===== src/rtl/ac_pkg.sv =====
// ---------------------------------------------------------------------------
// ac_pkg -- shared definitions for the iomem_ac_responder slice.
//   * FSM state encoding (OFF=0, IDLE=1, COOL=2, HEAT=3)
//   * register window offsets
//   * register reset values
//   * byte_merge(): applies per-lane write strobes to a 32-bit word
// ---------------------------------------------------------------------------
package ac_pkg;

    typedef enum logic [1:0] {
        ST_OFF  = 2'd0,
        ST_IDLE = 2'd1,
        ST_COOL = 2'd2,
        ST_HEAT = 2'd3
    } ac_state_e;

    localparam logic [7:0] OFS_CTRL     = 8'h00;
    localparam logic [7:0] OFS_SETPOINT = 8'h04;
    localparam logic [7:0] OFS_HYST     = 8'h08;
    localparam logic [7:0] OFS_TEMP     = 8'h0C;
    localparam logic [7:0] OFS_STATUS   = 8'h10;
    localparam logic [7:0] OFS_DUTY     = 8'h14;
    localparam logic [7:0] OFS_IRQ_STAT = 8'h18;

    localparam logic        CTRL_EN_RST  = 1'b0;
    localparam logic [11:0] SETPOINT_RST = 12'h190;
    localparam logic [7:0]  HYST_RST     = 8'h08;
    localparam logic [11:0] TEMP_RST     = 12'h000;
    localparam logic [31:0] DUTY_RST     = 32'h0000_0080;
    localparam logic [1:0]  IRQ_STAT_RST = 2'b00;

    function automatic logic [31:0] byte_merge(input logic [31:0] old_val,
                                               input logic [31:0] wdata,
                                               input logic [3:0]  wstrb);
        logic [31:0] res;
        res = old_val;
        for (int unsigned i = 0; i < 4; i++) begin
            if (wstrb[i]) begin
                res[8*i +: 8] = wdata[8*i +: 8];
            end
        end
        return res;
    endfunction

endpackage


===== src/rtl/ac_pwm_gen.sv =====
// ---------------------------------------------------------------------------
// ac_pwm_gen -- free-running fan PWM counter and duty comparator.
//   clk      in   rising-edge clock
//   resetn   in   asynchronous active-low reset
//   en_i     in   counter runs (wrapping) while high, held at 0 while low
//   duty_i   in   PWM_BITS duty value; output high for duty_i of 2**PWM_BITS
//   pwm_o    out  registered PWM output, 0 whenever en_i is low
// ---------------------------------------------------------------------------
module ac_pwm_gen #(
    parameter int unsigned PWM_BITS = 8
) (
    input  logic                clk,
    input  logic                resetn,
    input  logic                en_i,
    input  logic [PWM_BITS-1:0] duty_i,
    output logic                pwm_o
);

    logic [PWM_BITS-1:0] cnt_q;
    logic                pwm_q;

    always_ff @(posedge clk or negedge resetn) begin
        if (!resetn) begin
            cnt_q <= '0;
            pwm_q <= 1'b0;
        end else if (en_i) begin
            cnt_q <= cnt_q + 1'b1;
            pwm_q <= (cnt_q < duty_i);
        end else begin
            cnt_q <= '0;
            pwm_q <= 1'b0;
        end
    end

    assign pwm_o = pwm_q;

endmodule


===== src/rtl/iomem_ac_responder.sv =====
// ---------------------------------------------------------------------------
// iomem_ac_responder -- memory-mapped air-conditioning controller on a
// picorv32-style iomem bus (valid/ready handshake, one-cycle ack).
//
// Ports:
//   clk, resetn                    clock / asynchronous active-low reset
//   iomem_valid/ready              request / single-cycle acknowledge
//   iomem_wstrb/addr/wdata/rdata   byte strobes (0 = read), address, data
//   temp_in, temp_stb              temperature code and its load strobe
//   cool_on, heat_on, fan_pwm      actuator drives
//   irq                            level interrupt (0 unless AC_IRQ_EN)
//
// Register window (BASE_ADDR[31:8]): 0x00 CTRL, 0x04 SETPOINT, 0x08 HYST,
// 0x0C TEMP (RO), 0x10 STATUS (RO), 0x14 DUTY, 0x18 IRQ_STAT (W1C).
//
// Build option: define AC_IRQ_EN to add IRQ_STAT and the irq output.
// ---------------------------------------------------------------------------
module iomem_ac_responder
    import ac_pkg::*;
#(
    parameter logic [31:0] BASE_ADDR = 32'h0300_0000,
    parameter int unsigned PWM_BITS  = 8
) (
    input  logic        clk,
    input  logic        resetn,
    input  logic        iomem_valid,
    output logic        iomem_ready,
    input  logic [3:0]  iomem_wstrb,
    input  logic [31:0] iomem_addr,
    input  logic [31:0] iomem_wdata,
    output logic [31:0] iomem_rdata,
    input  logic [11:0] temp_in,
    input  logic        temp_stb,
    output logic        cool_on,
    output logic        heat_on,
    output logic        fan_pwm,
    output logic        irq
);

    logic                sel;
    logic                acc;
    logic                wr;
    logic [7:0]          ofs;

    logic                ready_q;
    logic [31:0]         rdata_q;
    logic [31:0]         rd_mux;
    logic [31:0]         irq_rd;

    logic                en_q;
    logic [11:0]         sp_q;
    logic [7:0]          hyst_q;
    logic [11:0]         temp_q;
    logic [PWM_BITS-1:0] duty_q;

    ac_state_e           state_q, state_d;
    logic                cool_q, heat_q;

    logic [12:0]         hi_sum;
    logic [12:0]         lo_diff;
    logic [11:0]         thr_hi;
    logic [11:0]         thr_lo;

    // Access is taken on the first edge that samples sel; ready_q blocks a
    // second ack on the following edge while the master still holds valid.
    assign sel = iomem_valid && (iomem_addr[31:8] == BASE_ADDR[31:8]);
    assign acc = sel && !ready_q;
    assign wr  = acc && (|iomem_wstrb);
    assign ofs = iomem_addr[7:0];

    // ---------------------------------------------------------------- IRQ
`ifdef AC_IRQ_EN
    logic [1:0] irq_stat_q, irq_stat_d;
    logic [1:0] irq_set, irq_clr;

    always_comb begin
        irq_set    = {(state_d == ST_HEAT) && (state_q != ST_HEAT),
                      (state_d == ST_COOL) && (state_q != ST_COOL)};
        irq_clr    = (wr && ofs == OFS_IRQ_STAT && iomem_wstrb[0]) ? iomem_wdata[1:0] : 2'b00;
        // set wins over a same-cycle W1C clear
        irq_stat_d = (irq_stat_q & ~irq_clr) | irq_set;
    end

    always_ff @(posedge clk or negedge resetn) begin
        if (!resetn) begin
            irq_stat_q <= IRQ_STAT_RST;
        end else begin
            irq_stat_q <= irq_stat_d;
        end
    end

    assign irq_rd = 32'(irq_stat_q);
    assign irq    = |irq_stat_q;
`else
    assign irq_rd = '0;
    assign irq    = 1'b0;
`endif

    // ------------------------------------------------------------ readback
    always_comb begin
        rd_mux = '0;
        case (ofs)
            OFS_CTRL:     rd_mux = 32'(en_q);
            OFS_SETPOINT: rd_mux = 32'(sp_q);
            OFS_HYST:     rd_mux = 32'(hyst_q);
            OFS_TEMP:     rd_mux = 32'(temp_q);
            OFS_STATUS:   rd_mux = 32'(state_q);
            OFS_DUTY:     rd_mux = 32'(duty_q);
            OFS_IRQ_STAT: rd_mux = irq_rd;
            default:      rd_mux = '0;
        endcase
    end

    // ------------------------------------------------- bus + register file
    always_ff @(posedge clk or negedge resetn) begin
        if (!resetn) begin
            ready_q <= 1'b0;
            rdata_q <= '0;
            en_q    <= CTRL_EN_RST;
            sp_q    <= SETPOINT_RST;
            hyst_q  <= HYST_RST;
            temp_q  <= TEMP_RST;
            duty_q  <= DUTY_RST[PWM_BITS-1:0];
        end else begin
            ready_q <= acc;
            rdata_q <= acc ? rd_mux : '0;
            if (temp_stb) begin
                temp_q <= temp_in;
            end
            if (wr) begin
                case (ofs)
                    OFS_CTRL:     en_q   <= iomem_wstrb[0] ? iomem_wdata[0] : en_q;
                    OFS_SETPOINT: sp_q   <= 12'(byte_merge(32'(sp_q), iomem_wdata, iomem_wstrb));
                    OFS_HYST:     hyst_q <= 8'(byte_merge(32'(hyst_q), iomem_wdata, iomem_wstrb));
                    OFS_DUTY:     duty_q <= PWM_BITS'(byte_merge(32'(duty_q), iomem_wdata, iomem_wstrb));
                    default:      ;
                endcase
            end
        end
    end

    assign iomem_ready = ready_q;
    assign iomem_rdata = rdata_q;

    // ---------------------------------------------------------- thresholds
    // 13-bit sums so the band edges clamp to 0 / 4095 instead of wrapping.
    always_comb begin
        hi_sum  = {1'b0, sp_q} + {5'b0, hyst_q};
        lo_diff = {1'b0, sp_q} - {5'b0, hyst_q};
        thr_hi  = hi_sum[12]  ? 12'hFFF : hi_sum[11:0];
        thr_lo  = lo_diff[12] ? 12'h000 : lo_diff[11:0];
    end

    // ----------------------------------------------------------------- FSM
    always_comb begin
        state_d = state_q;
        if (!en_q) begin
            state_d = ST_OFF;
        end else begin
            case (state_q)
                ST_OFF:  state_d = ST_IDLE;
                ST_IDLE: begin
                    if (temp_q > thr_hi) begin
                        state_d = ST_COOL;
                    end else if (temp_q < thr_lo) begin
                        state_d = ST_HEAT;
                    end
                end
                ST_COOL: if (temp_q <= sp_q) state_d = ST_IDLE;
                ST_HEAT: if (temp_q >= sp_q) state_d = ST_IDLE;
                default: state_d = ST_OFF;
            endcase
        end
    end

    always_ff @(posedge clk or negedge resetn) begin
        if (!resetn) begin
            state_q <= ST_OFF;
            cool_q  <= 1'b0;
            heat_q  <= 1'b0;
        end else begin
            state_q <= state_d;
            cool_q  <= (state_d == ST_COOL);
            heat_q  <= (state_d == ST_HEAT);
        end
    end

    assign cool_on = cool_q;
    assign heat_on = heat_q;

    // ----------------------------------------------------------------- PWM
    ac_pwm_gen #(
        .PWM_BITS (PWM_BITS)
    ) u_pwm (
        .clk    (clk),
        .resetn (resetn),
        .en_i   ((state_q == ST_COOL) || (state_q == ST_HEAT)),
        .duty_i (duty_q),
        .pwm_o  (fan_pwm)
    );

endmodule


===== config.mk =====
export PLATFORM = sky130hd
export DESIGN_NAME = iomem_ac_responder
export DESIGN_NICKNAME = d
export VERILOG_FILES = /design/src/rtl/ac_pkg.sv /design/src/rtl/ac_pwm_gen.sv /design/src/rtl/iomem_ac_responder.sv
export SDC_FILE = /design/constraint.sdc
export NUM_CORES = 1
export LEC_CHECK = 0
export CAP_MARGIN = 20
export CORE_ASPECT_RATIO = 1.1
export CORE_MARGIN = 2
export CORE_UTILIZATION = 35
export DETAILED_ROUTE_END_ITERATION = 8
export GPL_ROUTABILITY_DRIVEN = 1
export SYNTH_ARGS = -nofsm -noshare
export SYNTH_HDL_FRONTEND = slang
export SYNTH_SLANG_ARGS = --single-unit

===== constraint.sdc =====
create_clock -name clk -period 3.6 [get_ports clk]
set_input_delay 0.9 -clock clk [delete_from_list [all_inputs] [get_ports clk]]
set_output_delay 0.9 -clock clk [all_outputs]
set_load 0.02 [all_outputs]

* Word level (Yosys, flattened, before mapping)
Cells that the tools add are included.
W data, S select, Z words.
** Cells by class
- Add/sub/neg operators :: 3
- Multipliers :: 0
- Div/mod/pow operators :: 0
- Magnitude comparators :: 5
- Eq/ne operators :: 11
- Shift operators :: 0
- Mux-type cells :: 12
- Bitwise operators :: 0
- Reductions and logical operators :: 13
** Operators by type and width (number)
- $pmux W12 S6 :: 1
- $mux W32 :: 1
- $eq A24 B18 Y1 const B :: 1
- $mux W12 :: 2
- $eq A8 B4 Y1 const B :: 2
- $eq A8 B5 Y1 const B :: 2
- $reduce_and A3 Y1 :: 5
- $add A12 B8 Y13 :: 1
- $sub A12 B8 Y13 :: 1
- $ge A12 B12 Y1 :: 1
- $gt A12 B12 Y1 :: 1
- $le A12 B12 Y1 :: 1
- $lt A12 B12 Y1 :: 1
- $mux W2 :: 5
- $add A8 B1 Y8 const B :: 1
- $eq A2 B2 Y1 const B :: 4
- $eq A8 B3 Y1 const B :: 1
- $logic_not A8 Y1 :: 1
- $lt A8 B8 Y1 :: 1
- $mux W8 :: 1
- $pmux W2 S4 :: 1
- $reduce_or A4 Y1 :: 1
- $logic_and A1 B1 Y1 :: 3
- $eq A2 B1 Y1 const B :: 1
- 4 further kinds :: 4
** Storage, ports and cells
- Flip-flop bits (word level) :: 87
- Latch bits :: 0
- Memory bits (writable) :: 0
- Bits in read-only memories :: 0
- Input bits :: 84
- Output and inout port bits :: 37
- Logic and storage cells :: 57
- Memories :: 0

* Depth between registers and ports, before layout
- Depth after elaboration :: 8
- Gate-level depth with buffers :: 17
- Mapped depth without buffers :: 16

* Cells and area by module
From an unflattened synthesis, not the netlist that was laid out.
** Unflattened totals
- Cell total of the unflattened synthesis :: 526
- Area total of the unflattened synthesis :: 5029.8 um^2
** By module, submodules not included
- iomem_ac_responder :: instances 1, cells each 470, area each 4474.3 um^2, sequential area each 1457.6 um^2
- ac_pwm_gen :: instances 1, cells each 56, area each 555.5 um^2, sequential area each 225.2 um^2

* Worst setup path before layout
Ideal clock, no wire load.
- Path type :: register to register
- Start :: reg hyst_q[3]
- End :: reg heat_q, in the netlist heat_on
- Setup time :: 0.088 ns
- Data arrival time :: 3.607 ns
- Data required time :: 3.512 ns
- Slack :: -0.095 ns
- Stages on the path, launching flop included :: 18
- Path buffers :: 2
- Clock period less this slack :: 3.695 ns
- Cells stage by stage :: dfstp_2 > inv_1 > ha_1 > buf_6 > o211ai_2 > a21oi_2 > o311a_4 > or3_1 > buf_6 > and2_1 > mux2i_1 > ha_1 > a21o_1 > a21o_1 > a211o_1 > a211oi_1 > a2bb2oi_1 > nor3b_1
** Between the ends
- Longest elaborated chain between the ends :: 8
- Elaborated cells on any way between the ends :: 11
- Those cells by class :: add/sub (2); order compare (2); eq/ne (1); mux (6)
** Ends and longest elaborated chain
- from (decl) :: RTL line iomem_ac_responder.sv:52 : logic [7:0] hyst_q;
- from (signal assigned) :: RTL line iomem_ac_responder.sv:134 : OFS_HYST: hyst_q <= 8'(byte_merge(32'(hyst_q), iomem_wdata, iomem_wstrb));
- $sub A12 B8 Y13 :: RTL line iomem_ac_responder.sv:149 : lo_diff = {1'b0, sp_q} - {5'b0, hyst_q};
- $mux W12 :: RTL line iomem_ac_responder.sv:151 : thr_lo = lo_diff[12] ? 12'h000 : lo_diff[11:0];
- $lt A12 B12 Y1 :: RTL line iomem_ac_responder.sv:165 : end else if (temp_q < thr_lo) begin
- $mux W2 :: RTL line iomem_ac_responder.sv:165
- $mux W2 * :: RTL line iomem_ac_responder.sv:163 : if (temp_q > thr_hi) begin
- $pmux W2 S4 * :: RTL line iomem_ac_responder.sv:160 : case (state_q)
- $mux W2 * :: RTL line iomem_ac_responder.sv:157 : if (!en_q) begin
- $eq A2 B2 Y1 * :: RTL line iomem_ac_responder.sv:184 : heat_q <= (state_d == ST_HEAT);
- to (signal assigned) :: RTL line iomem_ac_responder.sv:184
- to (decl) :: RTL line iomem_ac_responder.sv:57 : logic cool_q, heat_q;
Mark *: on every way between the ends. The rest lies on a longest branch, timed or not.
A chain may end at the register's enable or synchronous reset.

* Worst setup path after layout
- Start :: reg sp_q[0]
- End :: reg heat_q, in the netlist heat_on
** Between the ends
- Longest elaborated chain between the ends :: 8
- Elaborated cells on any way between the ends :: 15
- Those cells by class :: add/sub (2); order compare (4); eq/ne (1); mux (8)
** Ends and longest elaborated chain
- from (decl) :: RTL line iomem_ac_responder.sv:51 : logic [11:0] sp_q;
- from (signal assigned) :: RTL line iomem_ac_responder.sv:133 : OFS_SETPOINT: sp_q <= 12'(byte_merge(32'(sp_q), iomem_wdata, iomem_wstrb));
- $sub A12 B8 Y13 :: RTL line iomem_ac_responder.sv:149
- $mux W12 :: RTL line iomem_ac_responder.sv:151
- $lt A12 B12 Y1 :: RTL line iomem_ac_responder.sv:165
- $mux W2 :: RTL line iomem_ac_responder.sv:165
- $mux W2 :: RTL line iomem_ac_responder.sv:163
- $pmux W2 S4 * :: RTL line iomem_ac_responder.sv:160
- $mux W2 * :: RTL line iomem_ac_responder.sv:157
- $eq A2 B2 Y1 * :: RTL line iomem_ac_responder.sv:184
Marks and branches as above.

==> key figures <==
Place
  • Pre-CTS WS: -0.209 ns
  • Hpwl dp: 10.6 mm
  • Placer Congestion: 0.875
  • Placed cell area: about 6000 sq um
  • Port Buffers: 77

Worst setup path
  • Critical-path cell list: ha_2 > fa_2 > nand2b_4 > a21oi_2 > o31ai_2 > buf_4 > a31oi_4 > and2_2 > buf_4 > a21oi_1 > ha_1 > a21oi_1 > a21oi_1 > a2111o_1 > a22oi_2 > buf_6 > nor3b_4
  • Critical path type: register to register
  • Worst path top cell family by delay: compound AO/OA/AOI/OAI gates
  • Critical Path Max Stage Delay: 0.40 ns
  • Top cell by count, worst path: a21oi_1
  • Required @ worst endpoint: 3.86 ns
  • Worst path arrival time: 3.88 ns
  • Buf/Inv on CP: 3
  • Worst-path maximum fanout: 6
  • CP Launch Type: register
  • CP max stage cell: a2111o_1
  • Crit end category: register

Floorplanning
  • Initial core utilization: 35.7%
  • Ports: approximately 120
  • Die area: between 10000 and 15000 sq um
  • # rows: 45
  • Die height: 128 microns
  • Die Width: between 100 and 150 microns
  • Core footprint: about 14000 sq um

Synthesis
  • Mapped Area: 4910 sq um
  • Seq/Total Area, Yosys: 34.3%
  • Seq cells post-synth: 67
  • Ys flop type: dfrtp_1
  • Top cells by count, synth: dfrtp_1, ha_1, nand2_1, inv_1, a21oi_1
  • Distinct cells, synth: 62
  • Share of the synthesized area in the top cell type: between 30% and 40%
  • Mean Syn Cell Area: about 9.4 sq um
  • Top post-synthesis cells by area: dfrtp_1, ha_1, mux2_2
  • EDFF count, synth: 0
  • Top-count cell post-synth: dfrtp_1
  • Post-Syn Instances: 524
  • Synth async-reset ratio: between 90% and 100%
  • Warnings, synthesis: 0
  • Cell accounting for the most synthesized area: dfrtp_1

STA
  • Final worst setup slack: -0.0167 ns
  • Worst-margin pin slew: 0.805 ns
  • Final setup vio count: 1
  • Hold Violations, Final: 0
  • RSZ-0062 raised after global routing: yes
  • Final slew viol count: 0
  • Fmax: 276 MHz
  • Final period util: 100%
  • Worst relative slew slack: a little under half
  • Tmin final: 3.62 ns
  • Clock skew: 0.0118 ns
  • Setup tns final: -0.0167 ns

GRT
  • Gr ovfl total: 0
  • Vias in the first global route: 4297
  • Largest net degree at the start of global routing: 35
  • Initial antenna violation count: 0
  • Total GRT Usage: 18.4%
  • Global-route wire length before repair: 21.5 mm

CTS
  • Worst-case clock buffer depth: 2
  • Clock tree sinks: 67
  • H-tree level count: 3
  • CTS tree: yes
  • Skew-Pair Late Insertion Delay: 0.34 ns
  • CTS Buf Count: 9
  • Clk root buf: clkbuf_16
  • Register clock-pin slew on the reported worst setup and hold paths: 0.06 ns
  • Hold_buf cts: 0

Routing
  • Mean routed wirelength per cell: 16.2 microns
  • 1st-iter DRT viols: 270
  • DR DRC count: 0
  • Post-route ant nets: 0
  • DR vias: between 4000 and 5000
  • Overall routed net length: 13.3 mm
  • Drt first pass iters: 6
  • Via-to-Cell Ratio: 5.13

Pwr
  • Total internal power: 1.42 mW
  • Net Sw Frac: 24.5%
  • Total power: 1.89 mW
  • Clk pwr share: 47.9%
  • Seq pwr share: 42.2%
  • Peak supply drop: 0.215 mV
  • Sw power: between 0.4 and 0.5 mW
  • Leakage: 2.94 nW
  • Pwr per Cell Area: 290 nW/um^2
  • Logic pwr share: 9.9%

Cells and area
  • Final instance area: 6510 sq um
  • Layout cells sized above 1: about a fifth
  • # nets final: 772
  • N_diodes: 0
  • Layout fillers: 1336
  • Area grow syn2layout: 32.6%

Status
  • Status: finished with violations
  • Failing checks: negative setup slack

Flow run
  • Max cap viols: 0

Hold path
  • Hold Path Class: register to register
[flip-flops by register name, summed over array words and instances (netlist names)]
signal	count
cool_on	1
duty_q	8
en_q	1
heat_on	1
hyst_q	8
iomem_rdata	12
iomem_ready	1
sp_q	12
state_q	2
temp_q	12
u_pwm.cnt_q	8
u_pwm.pwm_o	1
[stage by stage]
step / cells / hold WS [ns] / util, %
finish: 820 / 0.471 / 47.4
global route: 820 / 0.501 / 47.4
CTS: 818 / 0.479 / 46.9
floorplan: 544 / 0.437 / -
detailed placement: 802 / 0.469 / 43.8
global placement: 802 / 0.463 / 43.8
[cells by family (layout without fill, tap and decap cells)]
logic type               count (synthesis)  count (layout)  synth area share [%]
multiplexers                            35              35                  8.11
flip-flops                              67              67                  34.3
adder cells (fa/ha/maj)                 61              61                  15.9
AO/OA/AOI/OAI                          109             109                  14.8
other                                    1              21                0.0764
XOR/XNOR                                11              11                  1.96
buffers and inverters                   82             170                  8.26
AND/OR/NAND/NOR                        158             158                  16.7
[layer usage]
| layer | wire (microns) | GRT usage, % | vias up |
|---|---|---|---|
| li1 | - | - | 2039 |
| met1 | 5880 | 23.9 | 2032 |
| met2 | 6460 | 30.5 | 109 |
| met3 | 694 | 4.16 | 23 |
| met4 | 272 | 5.47 | 0 |
| met5 | 0 | 0 | - |
[placed cells by master (no fill, tap or decap), types with 17 or more instances in the layout]
cell             instances
inv_1                   38
nor2_1                  27
mux2_2                  28
buf_4                   32
o21ai_0                 20
nand2_1                 40
conb_1                  21
ha_1                    56
nand3_1                 17
a21oi_1                 30
dfrtp_1                 62
clkdlybuf4s50_1         76
[path summary, 6_finish.rpt]
path                                start             end  slack [ns]  cells past startpoint
setup reg to reg                  sp_q[0]         heat_on       -0.02                     17
setup / recovery                  sp_q[0]         heat_on       -0.02                     17
hold / removal             u_pwm.cnt_q[0]  u_pwm.cnt_q[0]        0.47                      1
min in group asynchronous          resetn  u_pwm.cnt_q[2]        0.65                      1
max in group asynchronous          resetn       duty_q[7]        2.23                      2
hold reg to reg            u_pwm.cnt_q[0]  u_pwm.cnt_q[0]        0.47                      1
[power groups by stage]
| stage | clock (mW) | combinational [mW] | sequential (mW) |
|---|---|---|---|
| global route | 0.956 | 0.207 | 0.798 |
| global placement | 0 | 0.180 | 0.810 |
| CTS | 0.919 | 0.187 | 0.796 |
| floorplan | 0 | 0.0985 | 0.794 |
| finish | 0.903 | 0.187 | 0.796 |
| detailed placement | 0 | 0.186 | 0.809 |
[layout make-up]
class | instances | area (sq um) | share of cell area [%]
Clock inverter | 5 | 61.3 | 0.942
Sequential cell | 67 | 1680 | 25.9
Multi-Input combinational cell | 395 | 3060 | 47.0
Clock buffer | 11 | 243 | 3.73
Timing Repair Buffer | 115 | 1080 | 16.6
Inverter | 39 | 149 | 2.29
Tap cell | 188 | 235 | 3.61
[repair_timing]
item | in CTS | in global routing
hold endpoints to repair | 0 | 0
endpoints found under the setup margin | 4 | 4
setup buffers | 0 | 2
resized for setup | 26 | 11
pin swaps | 17 | 8
Note: power is estimated with default switching activity, not from simulation.
